==> config.mk <==
export PLATFORM = sky130hd
export DESIGN_NAME = nibble_serial_adder_flat
export DESIGN_NICKNAME = d
export VERILOG_FILES = /design/src/rtl/nibble_serial_adder_if.sv /design/src/rtl/nibble_serial_adder.sv /design/src/flat_wrapper.sv
export SDC_FILE = /design/constraint.sdc
export NUM_CORES = 1
export LEC_CHECK = 0
export CAP_MARGIN = 20
export CORE_ASPECT_RATIO = 0.75
export CORE_MARGIN = 5
export CORE_UTILIZATION = 38
export DETAILED_ROUTE_END_ITERATION = 7
export PLACE_DENSITY = 0.69
export SLEW_MARGIN = 25
export SYNTH_ARGS = -nofsm -noshare
export SYNTH_HDL_FRONTEND = slang
export SYNTH_SLANG_ARGS = --single-unit
==> constraint.sdc <==
create_clock -name clk -period 4 [get_ports clk]
set_input_delay 0.8 -clock clk [delete_from_list [all_inputs] [get_ports clk]]
set_output_delay 0.8 -clock clk [all_outputs]
set_load 0.02 [all_outputs]
==> src/rtl/nibble_serial_adder_if.sv <==
`default_nettype none
// ============================================================================
// Module      : nibble_serial_adder_if
// Description : Operand/result handshake bundle for nibble_serial_adder.
//               slave  modport - seen by the adder
//               master modport - seen by the operand producer / result consumer
//   in_valid/in_ready   : operand request / adder can accept (IDLE only)
//   a, b, cin           : operands (W = 4*NIBBLES bits) and carry-in
//   acc_en, acc_clr     : use/write accumulator as operand B, clear accumulator
//   out_valid/out_ready : result valid / consumer takes result
//   sum, cout, ovf, acc : result, carry out, signed overflow, accumulator
// Revision    : 1.0 - initial release
// ============================================================================
interface nibble_serial_adder_if #(
    parameter int NIBBLES = 4
);
    localparam int W = 4 * NIBBLES;

    logic         in_valid;
    logic         in_ready;
    logic [W-1:0] a;
    logic [W-1:0] b;
    logic         cin;
    logic         acc_en;
    logic         acc_clr;
    logic         out_valid;
    logic         out_ready;
    logic [W-1:0] sum;
    logic         cout;
    logic         ovf;
    logic [W-1:0] acc;

    modport slave (
        input  in_valid, a, b, cin, acc_en, acc_clr, out_ready,
        output in_ready, out_valid, sum, cout, ovf, acc
    );

    modport master (
        output in_valid, a, b, cin, acc_en, acc_clr, out_ready,
        input  in_ready, out_valid, sum, cout, ovf, acc
    );
endinterface
`default_nettype wire

==> src/rtl/nibble_serial_adder.sv <==
`default_nettype none
// ============================================================================
// Module      : nibble_serial_adder
// Description : Nibble-serial W-bit adder with optional chained accumulator.
//               A 4-bit adder stage is reused once per nibble, LSB first,
//               with the carry registered between nibbles. When acc_en is
//               set at accept time the accumulator replaces operand B and
//               the full result is written back to it.
// Ports       : clk   - clock, rising edge
//               rst_n - asynchronous active-low reset
//               bus   - nibble_serial_adder_if.slave (handshake, operands,
//                       result, accumulator)
// Revision    : 1.0 - initial release
// ============================================================================
module nibble_serial_adder #(
    parameter int NIBBLES = 4
) (
    input  wire                         clk,
    input  wire                         rst_n,
    nibble_serial_adder_if.slave        bus
);
    localparam int W    = 4 * NIBBLES;
    localparam int IDXW = (NIBBLES > 1) ? $clog2(NIBBLES) : 1;
    localparam logic [IDXW-1:0] c_last_idx = IDXW'(NIBBLES - 1);

    typedef enum logic [1:0] {
        S_IDLE = 2'd0,
        S_ADD  = 2'd1,
        S_HOLD = 2'd2
    } state_t;

    state_t          r_state;
    state_t          w_state_nxt;

    logic [W-1:0]    r_a;
    logic [W-1:0]    r_bop;
    logic            r_acc_en;
    logic            r_carry;
    logic [IDXW-1:0] r_idx;
    logic [W-1:0]    r_sum;
    logic            r_cout;
    logic            r_ovf;
    logic [W-1:0]    r_acc;

    logic            w_accept;
    logic            w_last;
    logic [IDXW+1:0] w_base;
    logic [3:0]      w_a_nib;
    logic [3:0]      w_b_nib;
    logic [4:0]      w_nib_sum;
    logic [3:0]      w_low3;
    logic [W-1:0]    w_sum_nxt;

    // ------------------------------------------------------------------
    // FSM: state register and next-state decode
    // ------------------------------------------------------------------
    always_ff @(posedge clk or negedge rst_n) begin
        if (!rst_n) begin
            r_state <= S_IDLE;
        end else begin
            r_state <= w_state_nxt;
        end
    end

    always_comb begin
        w_state_nxt = r_state;
        w_accept    = 1'b0;
        case (r_state)
            S_IDLE: begin
                if (bus.in_valid) begin
                    w_accept    = 1'b1;
                    w_state_nxt = S_ADD;
                end
            end
            S_ADD: begin
                if (w_last) begin
                    w_state_nxt = S_HOLD;
                end
            end
            S_HOLD: begin
                if (bus.out_ready) begin
                    w_state_nxt = S_IDLE;
                end
            end
            default: w_state_nxt = S_IDLE;
        endcase
    end

    // ------------------------------------------------------------------
    // Shared 4-bit adder stage
    // ------------------------------------------------------------------
    always_comb begin
        w_last    = (r_idx == c_last_idx);
        w_base    = {r_idx, 2'b00};
        w_a_nib   = r_a[w_base +: 4];
        w_b_nib   = r_bop[w_base +: 4];
        w_nib_sum = {1'b0, w_a_nib} + {1'b0, w_b_nib} + {4'b0000, r_carry};
        // Bit 3 of the low-three-bit sum is the carry into the nibble MSB;
        // on the last nibble that is the carry into bit W-1.
        w_low3    = {1'b0, w_a_nib[2:0]} + {1'b0, w_b_nib[2:0]} + {3'b000, r_carry};
        // Result with the current nibble merged in, so the accumulator can
        // take the complete value on the same edge as the last nibble.
        w_sum_nxt = r_sum;
        w_sum_nxt[w_base +: 4] = w_nib_sum[3:0];
    end

    // ------------------------------------------------------------------
    // Datapath registers
    // ------------------------------------------------------------------
    always_ff @(posedge clk or negedge rst_n) begin
        if (!rst_n) begin
            r_a      <= '0;
            r_bop    <= '0;
            r_acc_en <= 1'b0;
            r_carry  <= 1'b0;
            r_idx    <= '0;
            r_sum    <= '0;
            r_cout   <= 1'b0;
            r_ovf    <= 1'b0;
            r_acc    <= '0;
        end else begin
            case (r_state)
                S_IDLE: begin
                    if (bus.acc_clr) begin
                        r_acc <= '0;
                    end
                    if (w_accept) begin
                        r_a      <= bus.a;
                        // A simultaneous clear wins over the old accumulator.
                        if (bus.acc_en) begin
                            r_bop <= bus.acc_clr ? '0 : r_acc;
                        end else begin
                            r_bop <= bus.b;
                        end
                        r_acc_en <= bus.acc_en;
                        r_carry  <= bus.cin;
                        r_idx    <= '0;
                    end
                end
                S_ADD: begin
                    r_sum   <= w_sum_nxt;
                    r_carry <= w_nib_sum[4];
                    if (w_last) begin
                        r_cout <= w_nib_sum[4];
                        r_ovf  <= w_low3[3] ^ w_nib_sum[4];
                        r_idx  <= '0;
                        if (r_acc_en) begin
                            r_acc <= w_sum_nxt;
                        end
                    end else begin
                        r_idx <= r_idx + 1'b1;
                    end
                end
                default: ; // HOLD: everything stable
            endcase
        end
    end

    // ------------------------------------------------------------------
    // Outputs: handshake flags decoded from the state register only
    // ------------------------------------------------------------------
    assign bus.in_ready  = (r_state == S_IDLE);
    assign bus.out_valid = (r_state == S_HOLD);
    assign bus.sum       = r_sum;
    assign bus.cout      = r_cout;
    assign bus.ovf       = r_ovf;
    assign bus.acc       = r_acc;

endmodule
`default_nettype wire

==> src/flat_wrapper.sv <==
// flat-port wrapper written by rule: the top's interface ports become plain ports
module nibble_serial_adder_flat 
#(
    parameter int NIBBLES = 4
)
  (clk, rst_n, bus_in_valid, bus_a, bus_b, bus_cin, bus_acc_en, bus_acc_clr, bus_out_ready, bus_in_ready, bus_out_valid, bus_sum, bus_cout, bus_ovf, bus_acc);
  nibble_serial_adder_if #(.NIBBLES(NIBBLES)) bus_i ();
  input  wire clk;
  input  wire rst_n;
  input wire logic [$bits(bus_i.in_valid)-1:0] bus_in_valid;
  input wire logic [$bits(bus_i.a)-1:0] bus_a;
  input wire logic [$bits(bus_i.b)-1:0] bus_b;
  input wire logic [$bits(bus_i.cin)-1:0] bus_cin;
  input wire logic [$bits(bus_i.acc_en)-1:0] bus_acc_en;
  input wire logic [$bits(bus_i.acc_clr)-1:0] bus_acc_clr;
  input wire logic [$bits(bus_i.out_ready)-1:0] bus_out_ready;
  output wire logic [$bits(bus_i.in_ready)-1:0] bus_in_ready;
  output wire logic [$bits(bus_i.out_valid)-1:0] bus_out_valid;
  output wire logic [$bits(bus_i.sum)-1:0] bus_sum;
  output wire logic [$bits(bus_i.cout)-1:0] bus_cout;
  output wire logic [$bits(bus_i.ovf)-1:0] bus_ovf;
  output wire logic [$bits(bus_i.acc)-1:0] bus_acc;
  assign bus_i.in_valid = bus_in_valid;
  assign bus_i.a = bus_a;
  assign bus_i.b = bus_b;
  assign bus_i.cin = bus_cin;
  assign bus_i.acc_en = bus_acc_en;
  assign bus_i.acc_clr = bus_acc_clr;
  assign bus_i.out_ready = bus_out_ready;
  assign bus_in_ready = bus_i.in_ready;
  assign bus_out_valid = bus_i.out_valid;
  assign bus_sum = bus_i.sum;
  assign bus_cout = bus_i.cout;
  assign bus_ovf = bus_i.ovf;
  assign bus_acc = bus_i.acc;
  nibble_serial_adder #(.NIBBLES(NIBBLES)) u_core (.clk(clk), .rst_n(rst_n), .bus(bus_i));
endmodule
==> qor.csv <==
stage,metric,value,unit
outcome,outcome,"finished, final reports clean",
cts,ctsResizeCount,0,
cts,hold_buffers,0,
die,initial_core_util,0.384,
sta,finalHoldViolCount,0,
cells_and_area,final_layout_size_suffix_gt1_frac,0.140,
synth,synth-edff-count,0,
cts,path_clk_slew,60,ps
sta,rsz0062_at_grt,no,
drt,drc_errors,0,
synth,yosysWarnings,0,
drt,firstDrtPassIters,5,
sta,max_freq,341,MHz
synth,synth-seq-cells,72,
cells_and_area,postLayoutCoreUtil,0.506,
global_routing,grt_pass1_wl,15700,µm
power_and_ir_drop,p_leak,1.95,nW
cts,cts-root-buf,clkbuf_16,
power_and_ir_drop,irDropWorstVdd,0.495,mV
sta,period_needed,2940,ps
synth,syn-num-nets,374,
setup_path,path_class,reg2reg,
setup_path,required,4220,ps
drt,wl,9730,µm
sta,worstMarginPinSlew,748,ps
cts,cts_tree,built,
die,num_io_pins,75,
job,cap_violations,0,
die,die_y,95.1,µm
placement,gp_congestion,0.878,
cts,h-tree-depth,3,
synth,ys_types,40,
synth,postSynth.asyncResetShare,1.00,
sta,tns,0,ps
cells_and_area,final_nets,444,
cts,postCtsSetupBuffers,0,
setup_path,rrSetupSlack,1060,ps
cts,cts_buffers,9,
global_routing,antenna_found_initial,0,
die,rows,31,
sta,setup_violations,0,
drt,ant_nets,0,
setup_path,cp-start-kind,flip-flop,
sta,slew_viol_final,0,
synth,syn-cell-area,0.00367,mm²
sta,fin_skew,5.07,ps
global_routing,grt_max_degree,49,
sta,holdWs,453,ps
drt,detail_route.wl_per_cell,18.3,µm
drt,routed_via_density,5.37,
die,die_area,0.0117,mm²
placement,detailed_place_hpwl,7280,µm
synth,synth_area_leaders,"dfrtp_1 (49%), mux2_2 (5.2%), mux4_2 (4.9%)",
min_path,hold_path.class,in2async,
die,core-area,0.00954,mm²
drt,drtIter0Drc,251,
global_routing,grt_pass1_vias,2935,
setup_path,cp-end-kind,flip-flop,
power_and_ir_drop,p_per_area,931,mW/mm²
sta,slew-limit-headroom,0.501,
die,die_w,123,µm
synth,yosysTopAreaCellShare,0.491,
synth,synth-seq-area-share,0.491,
setup_path,worst_ep_arrival_time,3160,ps
cts,numClockSinks,72,
setup_path,reg2reg_depth,6,
global_routing,grt_overflow,0,
drt,vias,2854,
cells_and_area,areaGrowthSynthToFinish,31.5,%
cells_and_area,insertedDiodeCount,0,
synth,synth_flop_cell,dfrtp_1,
sta,final.period_utilization,0.734,
global_routing,grt_use_total,0.179,
synth,netlist_instances,324,
cells_and_area,fillers,886,
setup_path,worst-path-max-fanout,6,
synth,synth_top_cell_by_area,dfrtp_1,
cts,clock_path_buffers,2,
placement,port_buffers,74,
cts,worstSkewPairLatency,330,ps
synth,syn_avg_cell_area,11.3,µm²
-- logic make-up after synthesis --
kind of cell / share of synthesized area
muxes: 0.101
and+or+nand+nor: 0.128
AOI/OAI and AO/OA: 0.194
xor gates and xnor gates: 0.00955
DFF: 0.491
buffers and inverters: 0.0351
adders and majority gates: 0.0416
-- report_power, final --
| part | total, mW | switching (mW) | internal (mW) | leakage [nW] |
|---|---|---|---|---|
| registers | 1.32 | 0.295 | 1.02 | 0.913 |
| clock network | 0.850 | 0.291 | 0.559 | 0.158 |
| logic | 2.32 | 1.32 | 1.00 | 0.883 |
-- cell usage in the layout (no fill, tap or decap), types with 8 or more instances in the layout --
master and count:
a22oi_1 9, o21ai_0 13, nand2_1 23, clkdlybuf4s50_1 73
nor2_1 20, ha_1 9, dfrtp_1 72, mux2_2 17
mux4_2 8, a21oi_1 33, clkbuf_16 9, nor2b_1 16
a22o_1 12, a32o_1 12
-- synthesized netlist by cell type, drive strengths merged (3+ instances only) --
cell type	n
a2111oi	4
a21o	3
a21oi	34
a22o	12
a22oi	9
a32o	12
and2	3
and2b	3
buf	14
clkbuf	6
dfrtp	72
ha	9
inv	7
mux2	17
mux4	8
nand2	24
nand2b	6
nor2	20
nor2b	16
nor3b	5
o21ai	16
o2bb2ai	4
xnor2	3
-- critical path, cell delays in order (launching register included) --
cell and delay [ps]:
dfrtp_1 530, mux4_2 560, fa_1 450, fa_1 420, xnor2_1 420, nor2_1 180, a22o_1 270
-- stage by stage --
step                std cells  cell area [µm²]  total power [mW]  setup WS, ps
floorplan                 324             3670              2.87          1090
global placement          515             4500              3.60          1140
detailed placement        515             4500              3.63          1070
CTS                       531             4830              4.51          1060
global route              531             4830              4.79           865
finish                    531             4830              4.49          1060
-- layout make-up --
cell class	count	area (µm²)	area share
repair buffers	79	773	0.160
clock buffers	10	239	0.0495
flip-flops and latches	72	1800	0.373
well taps	132	165	0.0342
inverters	7	26.3	0.00544
multi-input cells	225	1740	0.360
clock inverters	6	82.6	0.0171
-- final timing paths --
check	from	to
max	u_core.r_idx[0]	u_core.bus.sum[2]
min	rst_n	u_core.bus.acc[7]
max reg2reg	u_core.r_idx[0]	u_core.bus.sum[2]
min reg2reg	u_core.r_a[6]	u_core.r_a[6]
max in group asynchronous	rst_n	u_core.r_a[5]
min in group clk	u_core.r_a[6]	u_core.r_a[6]
-- routing by layer --
metal / track usage / wire length [µm] / vias up
met2: 0.261 / 4280 / 89
met3: 0.0516 / 862 / 10
met1: 0.261 / 4470 / 1429
li1: - / - / 1326
met5: 0 / 0 / -
met4: 0.0470 / 109 / 0
-- registers in the layout, indices dropped and copies added (netlist names) --
name             flops
u_core.r_acc_en      1
u_core.r_a          16
u_core.bus.cout      1
u_core.r_bop        16
u_core.r_idx         2
u_core.r_state       2
u_core.bus.ovf       1
u_core.r_carry       1
u_core.bus.sum      16
u_core.bus.acc      16
No activity file was read; power rests on OpenSTA's default activity.
